### config.mk
export PLATFORM = sky130hd
export DESIGN_NAME = wb_regfile_arbiter
export DESIGN_NICKNAME = d
export VERILOG_FILES = /design/src/rtl/wb_regfile_arbiter.sv
export SDC_FILE = /design/constraint.sdc
export NUM_CORES = 1
export LEC_CHECK = 0
export ABC_AREA = 1
export CAP_MARGIN = 40
export CORE_MARGIN = 2
export CORE_UTILIZATION = 49
export DETAILED_ROUTE_END_ITERATION = 12
export GPL_ROUTABILITY_DRIVEN = 0
export PLACE_DENSITY_LB_ADDON = 0.25
export SYNTH_ARGS = -nofsm -noshare
export SYNTH_HDL_FRONTEND = slang
export SYNTH_SLANG_ARGS = --single-unit
### constraint.sdc
create_clock -name clk_i -period 4.7 [get_ports clk_i]
set_clock_uncertainty 0.2 [all_clocks]
set_input_delay 0.94 -clock clk_i [delete_from_list [all_inputs] [get_ports clk_i]]
set_output_delay 0.94 -clock clk_i [all_outputs]
set_load 0.01 [all_outputs]
### src/rtl/wb_regfile_arbiter.sv
`default_nettype none
// +----------------------------------------------------------------------------+
// | Module  : wb_regfile_arbiter                                               |
// | Purpose : Shares the register-file write port between write-back and an    |
// |           auxiliary valid/ready requester, with starvation-forced slots.   |
// | Rev     : 1.0                                                              |
// +----------------------------------------------------------------------------+
module wb_regfile_arbiter #(
  parameter int B       = 32,
  parameter int D       = 5,
  parameter int MAXWAIT = 4
) (
  input  logic         clk_i,
  input  logic         reset_i,
  input  logic         wb_valid_i,
  input  logic [D-1:0] wb_addr_i,
  input  logic [B-1:0] wb_data_i,
  input  logic         aux_valid_i,
  input  logic [D-1:0] aux_addr_i,
  input  logic [B-1:0] aux_data_i,
  output logic         aux_ready_o,
  output logic         rf_we_o,
  output logic [D-1:0] rf_addr_o,
  output logic [B-1:0] rf_data_o,
  output logic         stall_req_o,
  output logic [3:0]   aux_wait_o
);

  typedef enum logic [0:0] {
    ST_IDLE  = 1'b0,
    ST_FORCE = 1'b1
  } state_e;

  localparam logic [3:0] c_maxwait = 4'(MAXWAIT);

  state_e       state_q, state_d;
  logic [3:0]   wait_q, wait_d;
  logic         hold_full_q, hold_full_d;
  logic [D-1:0] hold_addr_q, hold_addr_d;
  logic [B-1:0] hold_data_q, hold_data_d;
  logic         rf_we_q, rf_we_d;
  logic [D-1:0] rf_addr_q, rf_addr_d;
  logic [B-1:0] rf_data_q, rf_data_d;

  logic         w_ready;
  logic         w_win;
  logic [D-1:0] w_win_addr;
  logic [B-1:0] w_win_data;
  logic [3:0]   w_wait_inc;

  always_comb begin
    state_d     = state_q;
    wait_d      = wait_q;
    hold_full_d = hold_full_q;
    hold_addr_d = hold_addr_q;
    hold_data_d = hold_data_q;
    w_ready     = 1'b0;
    w_win       = 1'b0;
    w_win_addr  = '0;
    w_win_data  = '0;
    w_wait_inc  = (wait_q == c_maxwait) ? wait_q : wait_q + 4'd1;

    case (state_q)
      ST_IDLE: begin
        w_ready     = ~hold_full_q & ~wb_valid_i;
        hold_full_d = hold_full_q & wb_valid_i;
        if (hold_full_q) begin
          w_win      = 1'b1;
          w_win_addr = hold_addr_q;
          w_win_data = hold_data_q;
          // A write-back arriving while the hold drains is re-captured, never dropped.
          if (wb_valid_i) begin
            hold_addr_d = wb_addr_i;
            hold_data_d = wb_data_i;
          end
        end else if (wb_valid_i) begin
          w_win      = 1'b1;
          w_win_addr = wb_addr_i;
          w_win_data = wb_data_i;
        end else if (aux_valid_i) begin
          w_win      = 1'b1;
          w_win_addr = aux_addr_i;
          w_win_data = aux_data_i;
        end

        if (aux_valid_i & ~w_ready) begin
          wait_d = w_wait_inc;
          if (w_wait_inc == c_maxwait) begin
            state_d = ST_FORCE;
          end
        end else begin
          wait_d = '0;
        end
      end

      ST_FORCE: begin
        // An occupied hold entry is older than the aux write, so it goes first.
        w_ready     = aux_valid_i & ~hold_full_q;
        hold_full_d = wb_valid_i;
        if (wb_valid_i) begin
          hold_addr_d = wb_addr_i;
          hold_data_d = wb_data_i;
        end
        if (hold_full_q) begin
          w_win      = 1'b1;
          w_win_addr = hold_addr_q;
          w_win_data = hold_data_q;
        end else if (w_ready) begin
          w_win      = 1'b1;
          w_win_addr = aux_addr_i;
          w_win_data = aux_data_i;
        end
        if (w_ready | ~aux_valid_i) begin
          state_d = ST_IDLE;
          wait_d  = '0;
        end
      end

      default: begin
        state_d = ST_IDLE;
      end
    endcase

    // Writes to register 0 are consumed but never reach the register file.
    rf_we_d   = w_win & (w_win_addr != '0);
    rf_addr_d = rf_we_d ? w_win_addr : rf_addr_q;
    rf_data_d = rf_we_d ? w_win_data : rf_data_q;
  end

  always_ff @(posedge clk_i or posedge reset_i) begin
    if (reset_i) begin
      state_q     <= ST_IDLE;
      wait_q      <= '0;
      hold_full_q <= 1'b0;
      hold_addr_q <= '0;
      hold_data_q <= '0;
      rf_we_q     <= 1'b0;
      rf_addr_q   <= '0;
      rf_data_q   <= '0;
    end else begin
      state_q     <= state_d;
      wait_q      <= wait_d;
      hold_full_q <= hold_full_d;
      hold_addr_q <= hold_addr_d;
      hold_data_q <= hold_data_d;
      rf_we_q     <= rf_we_d;
      rf_addr_q   <= rf_addr_d;
      rf_data_q   <= rf_data_d;
    end
  end

  assign aux_ready_o = w_ready & ~reset_i;
  assign rf_we_o     = rf_we_q;
  assign rf_addr_o   = rf_addr_q;
  assign rf_data_o   = rf_data_q;
  assign stall_req_o = (state_q == ST_FORCE) | hold_full_q;
  assign aux_wait_o  = wait_q;

endmodule
`default_nettype wire
==> flow_summary.json <==
{
  "cts_post_setup_buffers_inserted": 0,
  "maxCapViolCount": 0,
  "final_period_minus_worst_setup_slack_ps": 3580,
  "combinationalPowerShare_pct": 20.6,
  "clock-sinks": 81,
  "wire_length_of_the_first_global_routing_pass_mm": 20.5,
  "floorplan.rows": 34,
  "route.detailed.vias_per_inst": 5.64,
  "finalHoldViolations": 0,
  "synth.yosys.warnings": 0,
  "flow.area_growth_from_synthesis_pct": 32.3,
  "n_antenna_cell": 0,
  "biggest_area_consumer_among_synthesized_cells": "dfrtp_1",
  "critical_path.startpoint_type": "register",
  "fillCellCount": 746,
  "finalMaxSlewViolations": 0,
  "ir_worst_vdd_mv": 0.169,
  "drt.antenna.violating_nets": 0,
  "drt_wl_total_mm": 12.9,
  "synthesis.area_um2": 4460,
  "fraction_of_registers_with_async_set_or_reset_after_synthesis_pct": 100,
  "sw_pwr_mw": 0.499,
  "remaining_drc_errors": 0,
  "maxSlewHeadroom_pct": 43.7,
  "multi_input_gate_area_in_the_final_layout_um2": 2060,
  "fp.coreArea_um2": 8760,
  "tritoncts": "built",
  "outcome": "completed",
  "internal_pwr_total_mw": 1.31,
  "setup_total_negative_slack_ps": 0,
  "total_leakage_power_nw": 2.73,
  "fraction_of_layout_instances_using_a_drive_strength_above_1_pct": 5.64,
  "synth_area_leaders": "dfrtp_1, nand2_1, nand4_1",
  "cts.path.max_buffers": 2,
  "pwr-share-clk_pct": 34.5,
  "final_net_count": 768,
  "grt-ovfl-total": 0,
  "synth_top_flop_cell": "dfrtp_1",
  "min_period_over_period_pct": 76.3,
  "initial_core_util_pct": 50.9,
  "ioPinCount": 122,
  "numPortBuffers": 121,
  "net_count_after_synthesis": 671,
  "die_h_um": 99.5,
  "cts.htree.levels": 3,
  "detail_route.first_pass.iterations": 5,
  "crit_path_end_kind": "output pin",
  "share_seq_of_total_power_pct": 44.9,
  "drt_iter0_markers": 307,
  "die_width_um": 99.5,
  "post_synth.cell_area_avg_um2": 7.55,
  "sequential_cell_area_um2": 2030,
  "cts_root_buf": "clkbuf_8",
  "swShare_pct": 27.6,
  "hold_depth": 2,
  "worstSetupPathType": "register to output pin",
  "setup_viol": 0,
  "vias": 4513,
  "grt_pass1_vias": 4124,
  "die_area_um2": 9890,
  "worst-path-max-fanout": 21,
  "clk_pin_slew_ps": 80,
  "post_synthesis_register_bit_count": 81,
  "min_path_type": "register to register",
  "rsz_0062_raised_after_global_routing": "false",
  "stdcell_count": 800,
  "p_per_area_nw_per_um2": 306,
  "dp_hpwl_mm": 8.66,
  "cts-hold-fix-buffers": 0,
  "cts-buffers-inserted": 9,
  "synth_edf_count": 0,
  "insertion_delay_ps": 350,
  "synth_top_area_share_pct": 45.4,
  "cts_repair_resize_count": 0,
  "syn_inst": 591,
  "globalRouteTotalUtil_pct": 26.0,
  "detail_route.wl_per_cell_um": 16.1,
  "maxClockFrequency_mhz": 279,
  "worstMarginPinSlew_ps": 845,
  "post-place-cells": 785,
  "initial_antenna_violation_count": 0,
  "synth-seq-area-share_pct": 45.4,
  "synth.distinct_cells": 26,
  "critical_path_required_ps": 3560,
  "r2r.worst_path.cells": 9,
  "cp_data_arrival_time_ps": 2440,
  "grt_start_max_net_pins": 63
}
worst paths after layout:
path / start / to / slack, ps
max reg2reg: hold_full_q / rf_data_o[16] / 1400
max in group asynchronous: reset_i / hold_addr_q[0] / 2820
min reg2reg: hold_data_q[6] / hold_data_q[6] / 280
min: hold_data_q[6] / hold_data_q[6] / 280
min in group asynchronous: reset_i / rf_data_o[10] / 640
max: hold_full_q / stall_req_o / 1120
cells in the mapped netlist (5+ instances only):
master      n
nand2_1   259
dfrtp_1    81
nand4_1    37
o21ai_0    35
inv_1      29
o221ai_1   26
a21oi_1    24
clkbuf_1   18
o211ai_1   17
buf_2      12
nand3_1    10
buf_4       8
nor2_1      7
buf_1       5
buf_6       5
power groups by stage:
stage	Combinational (mW)	Sequential, mW	Clock [mW]
2_1_floorplan	0.171	0.834	0
3_3_place_gp	0.357	0.821	0
3_5_place_dp	0.369	0.823	0
4_1_cts	0.371	0.811	0.625
5_1_grt	0.407	0.820	0.656
6_report	0.372	0.811	0.622
layer usage:
layer  part of all wire [%]  vias to the layer above  global-route usage [%]
met5                      0                        -                       0
met4                    1.7                        0                    7.69
met3                    8.0                       16                    3.58
met2                     46                      213                    40.9
met1                     44                     2107                    37.7
li1                       -                     2177                       -
critical path, stage by stage, from the launching register on:
cell and delay (ps):
dfrtp_1 900, buf_4 340, nor2_2 50, buf_4 200
inv_1 60, clkdlybuf4s50_1 530
cell families after synthesis:
kind of cell / after synthesis / synth area share (%)
adders and majority gates: 2 / 0.560
DFF: 81 / 45.4
AOI/OAI and AO/OA: 106 / 15.1
xor gates and xnor gates: 2 / 0.392
and+or+nand+nor: 321 / 30.0
buffers and inverters: 79 / 8.55
area by class of cell:
| type | count | share of cell area (%) |
|---|---|---|
| multi-input cells | 431 | 34.8 |
| flip-flops and latches | 81 | 34.3 |
| repair buffers | 134 | 22.5 |
| well taps | 108 | 2.29 |
| clock buffers | 9 | 2.10 |
| inverters | 31 | 2.03 |
| clock inverters | 6 | 1.95 |
registers in the layout (all words and copies together), names as in the netlist:
signal / cells
rf_addr_o: 5
hold_data_q: 32
state_q: 1
aux_wait_o: 4
hold_addr_q: 5
rf_data_o: 32
rf_we_o: 1
hold_full_q: 1
cell usage in the layout, fill, tap and decap left out, drive strengths merged:
master / count
clkinvlp: 1
clkbuf: 9
a21oi: 24
nor2: 12
o21ai: 35
o221ai: 26
nand2: 260
nand3: 11
clkdlybuf4s50: 120
o211ai: 17
nor3: 1
dfrtp: 81
o22ai: 4
buf: 14
xor2: 1
ha: 2
inv: 32
xnor2: 1
bufinv: 3
clkinv: 1
nand4: 37
stage by stage:
stage / setup WS (ps) / util [%] / total power [mW] / instance area [µm²] / hold WS [ps]
after floorplan: 580 / - / 1.00 / 4460 / 242
after global placement: 1170 / 64.2 / 1.18 / 5630 / 253
after detailed placement: 1140 / 64.7 / 1.19 / 5670 / 258
after CTS: 1120 / 67.4 / 1.81 / 5910 / 279
after global routing: 1030 / 67.4 / 1.88 / 5910 / 300
final: 1120 / 67.4 / 1.81 / 5910 / 278
No activity file was read; power rests on OpenSTA's default activity.
==> patch, RTL diff (same settings) <==
Take the reset off `hold_addr_q`, `hold_data_q`, `rf_addr_q` and `rf_data_q` and load them in a clocked block of their own.
--- a/src/rtl/wb_regfile_arbiter.sv
+++ b/src/rtl/wb_regfile_arbiter.sv
@@ -133,19 +133,18 @@
       wait_q      <= '0;
       hold_full_q <= 1'b0;
-      hold_addr_q <= '0;
-      hold_data_q <= '0;
       rf_we_q     <= 1'b0;
-      rf_addr_q   <= '0;
-      rf_data_q   <= '0;
     end else begin
       state_q     <= state_d;
       wait_q      <= wait_d;
       hold_full_q <= hold_full_d;
-      hold_addr_q <= hold_addr_d;
-      hold_data_q <= hold_data_d;
       rf_we_q     <= rf_we_d;
-      rf_addr_q   <= rf_addr_d;
-      rf_data_q   <= rf_data_d;
     end
+  end
+
+  always_ff @(posedge clk_i) begin
+    hold_addr_q <= hold_addr_d;
+    hold_data_q <= hold_data_d;
+    rf_addr_q   <= rf_addr_d;
+    rf_data_q   <= rf_data_d;
   end
 
Behaviour: not the same (a bounded check fails within 4 cycles, from zero or initial values and one cycle with reset_i high).
==> patch against the unedited design <==
- synthesized area down 15%
- register-to-register slack better by 0.11 ns
- first-iteration DRC count down 38%
- wire length down 27%
- sequential cell count unchanged
- core utilization up 2.4 points
- power down 10%
- die area down 15%
- design area down 10%
- setup slack worse by 0.37 ns
- non-clock buffer count down 7
- largest cell class is now flip-flops and latches
==> patch: results (changes against the unedited design) <==
status = finished, final reports clean
via count = 3262 (-28%)
fin nets = 557 (-27%)
Synth Instances = 366 (-38%)
Worst Slack Setup Final = 0.747 ns (-0.369 ns)
Placed Instances = 568 (-28%)
worst rel slew slack = 44.9% (+1.2 points)
Pleak = 1.89 nW (-31%)
largest net degree at the start of global routing = 47 (-25%)
crit path launch = hold_full_q
Resized Gates After CTS = 0 (unchanged)
Peak VDD IR = 0.201 mV (+19%)
initial antenna violation count = 0 (unchanged)
EDFF count, synth = 74 (+74)
R2R depth = 7 (-2)
dpl ws = 1.17 ns (+0.0346 ns)
drt wl/cell = 16.1 um (about the same)
Post-Syn Nets = 446 (-34%)
ys async rst share = 8.64% (-91 points)
Main synth FF type = edfxtp_1
sequential element share of the synthesized area = 63.3% (+18 points)
Critical Path Sink = aux_ready_o
count of cell types in the netlist = 21 (-19%)
layout cells sized above 1 = 5.81% (+0.17 points)
DRT iter0 DRCs = 191 (-38%)
Post-DP HPWL = 6.45 mm (-26%)
Worst EP arrival = 2.81 ns (+0.37 ns)
Crit Path Max Fanout = 33 (+57%)
DP Area = 5100 um2 (-10%)
Area contributors post-synth = edfxtp_1 (59%), nand2_1 (7.0%), o211ai_1 (6.3%), nand3_1 (5.6%), o21ai_0 (5.2%)
R2R Setup Slk = 1.51 ns (+0.11 ns)
most frequent cells after synthesis = edfxtp_1 (74), nand2_1 (71), nand3_1 (42)
GRT Util Overall = 22.9% (-3.1 points)
vias in the first global route = 3226 (-22%)
Crit Reg-Reg Endpoint = rf_data_o[15]
DRT Wirelength = 9.41 mm (-27%)
first-pass GRT wire length = 15.0 mm (-27%)
## patch: cell count changes after synthesis, moves of 7 or more
cell	before	now
o221ai_1	26	0
o211ai_1	17	32
a21oi_1	24	33
nor2_1	7	14
nand4_1	37	1
nand2_1	259	71
edfxtp_1	0	74
dfrtp_1	81	7
inv_1	29	18
nand3_1	10	42
## patch: logic make-up (layout without fill, tap and decap cells)
logic type,count (synthesis),in the layout,share of synthesized area [%]
fa+ha+maj,2,2,0.661
buf+inv,46,162,5.06
compound gates,105,105,16.1
flops,81,81,63.3
simple gates,132,132,14.9
## patch: worst max-delay path, cell delays in order (launching register included)
cell	delay (ns)
dfrtp_1	0.67
inv_1	0.25
nand2_1	0.14
inv_2	0.48
nor2_1	0.09
a211oi_1	0.24
clkdlybuf4s50_1	0.59
## patch: how the worst min path moves through the flow
stage                         start       endpoint  slack, ns
global route        hold_data_q[29]  rf_data_o[29]       0.39
detailed placement  hold_data_q[25]  rf_data_o[25]       0.34
CTS                 hold_data_q[20]  rf_data_o[20]       0.35
floorplan            hold_data_q[0]   rf_data_o[0]       0.33
global placement     hold_data_q[9]   rf_data_o[9]       0.33
finish              hold_data_q[20]  rf_data_o[20]       0.35
## patch: layout make-up
class	count	area, um2
sequential	81	2400
clock buffer	10	128
clock inverter	6	82.6
inverter	19	71.3
multi-input combinational	239	1210
fill	555	2300
timing repair buffer	127	1290
tap	102	128
## patch: power breakdown
group | internal [W] | switching (W)
Combinational | 0.000139 | 0.000101
Clock | 0.000297 | 0.000251
Sequential | 0.000825 | 0.0000118
## patch: layer usage
layer	vias to the layer above	GRT usage, %	part of all wire [%]
li1	1547	-	-
met1	1519	28.4	39
met2	178	38.9	50
met3	18	4.19	8.2
met4	0	10.8	2.3
met5	-	0	0
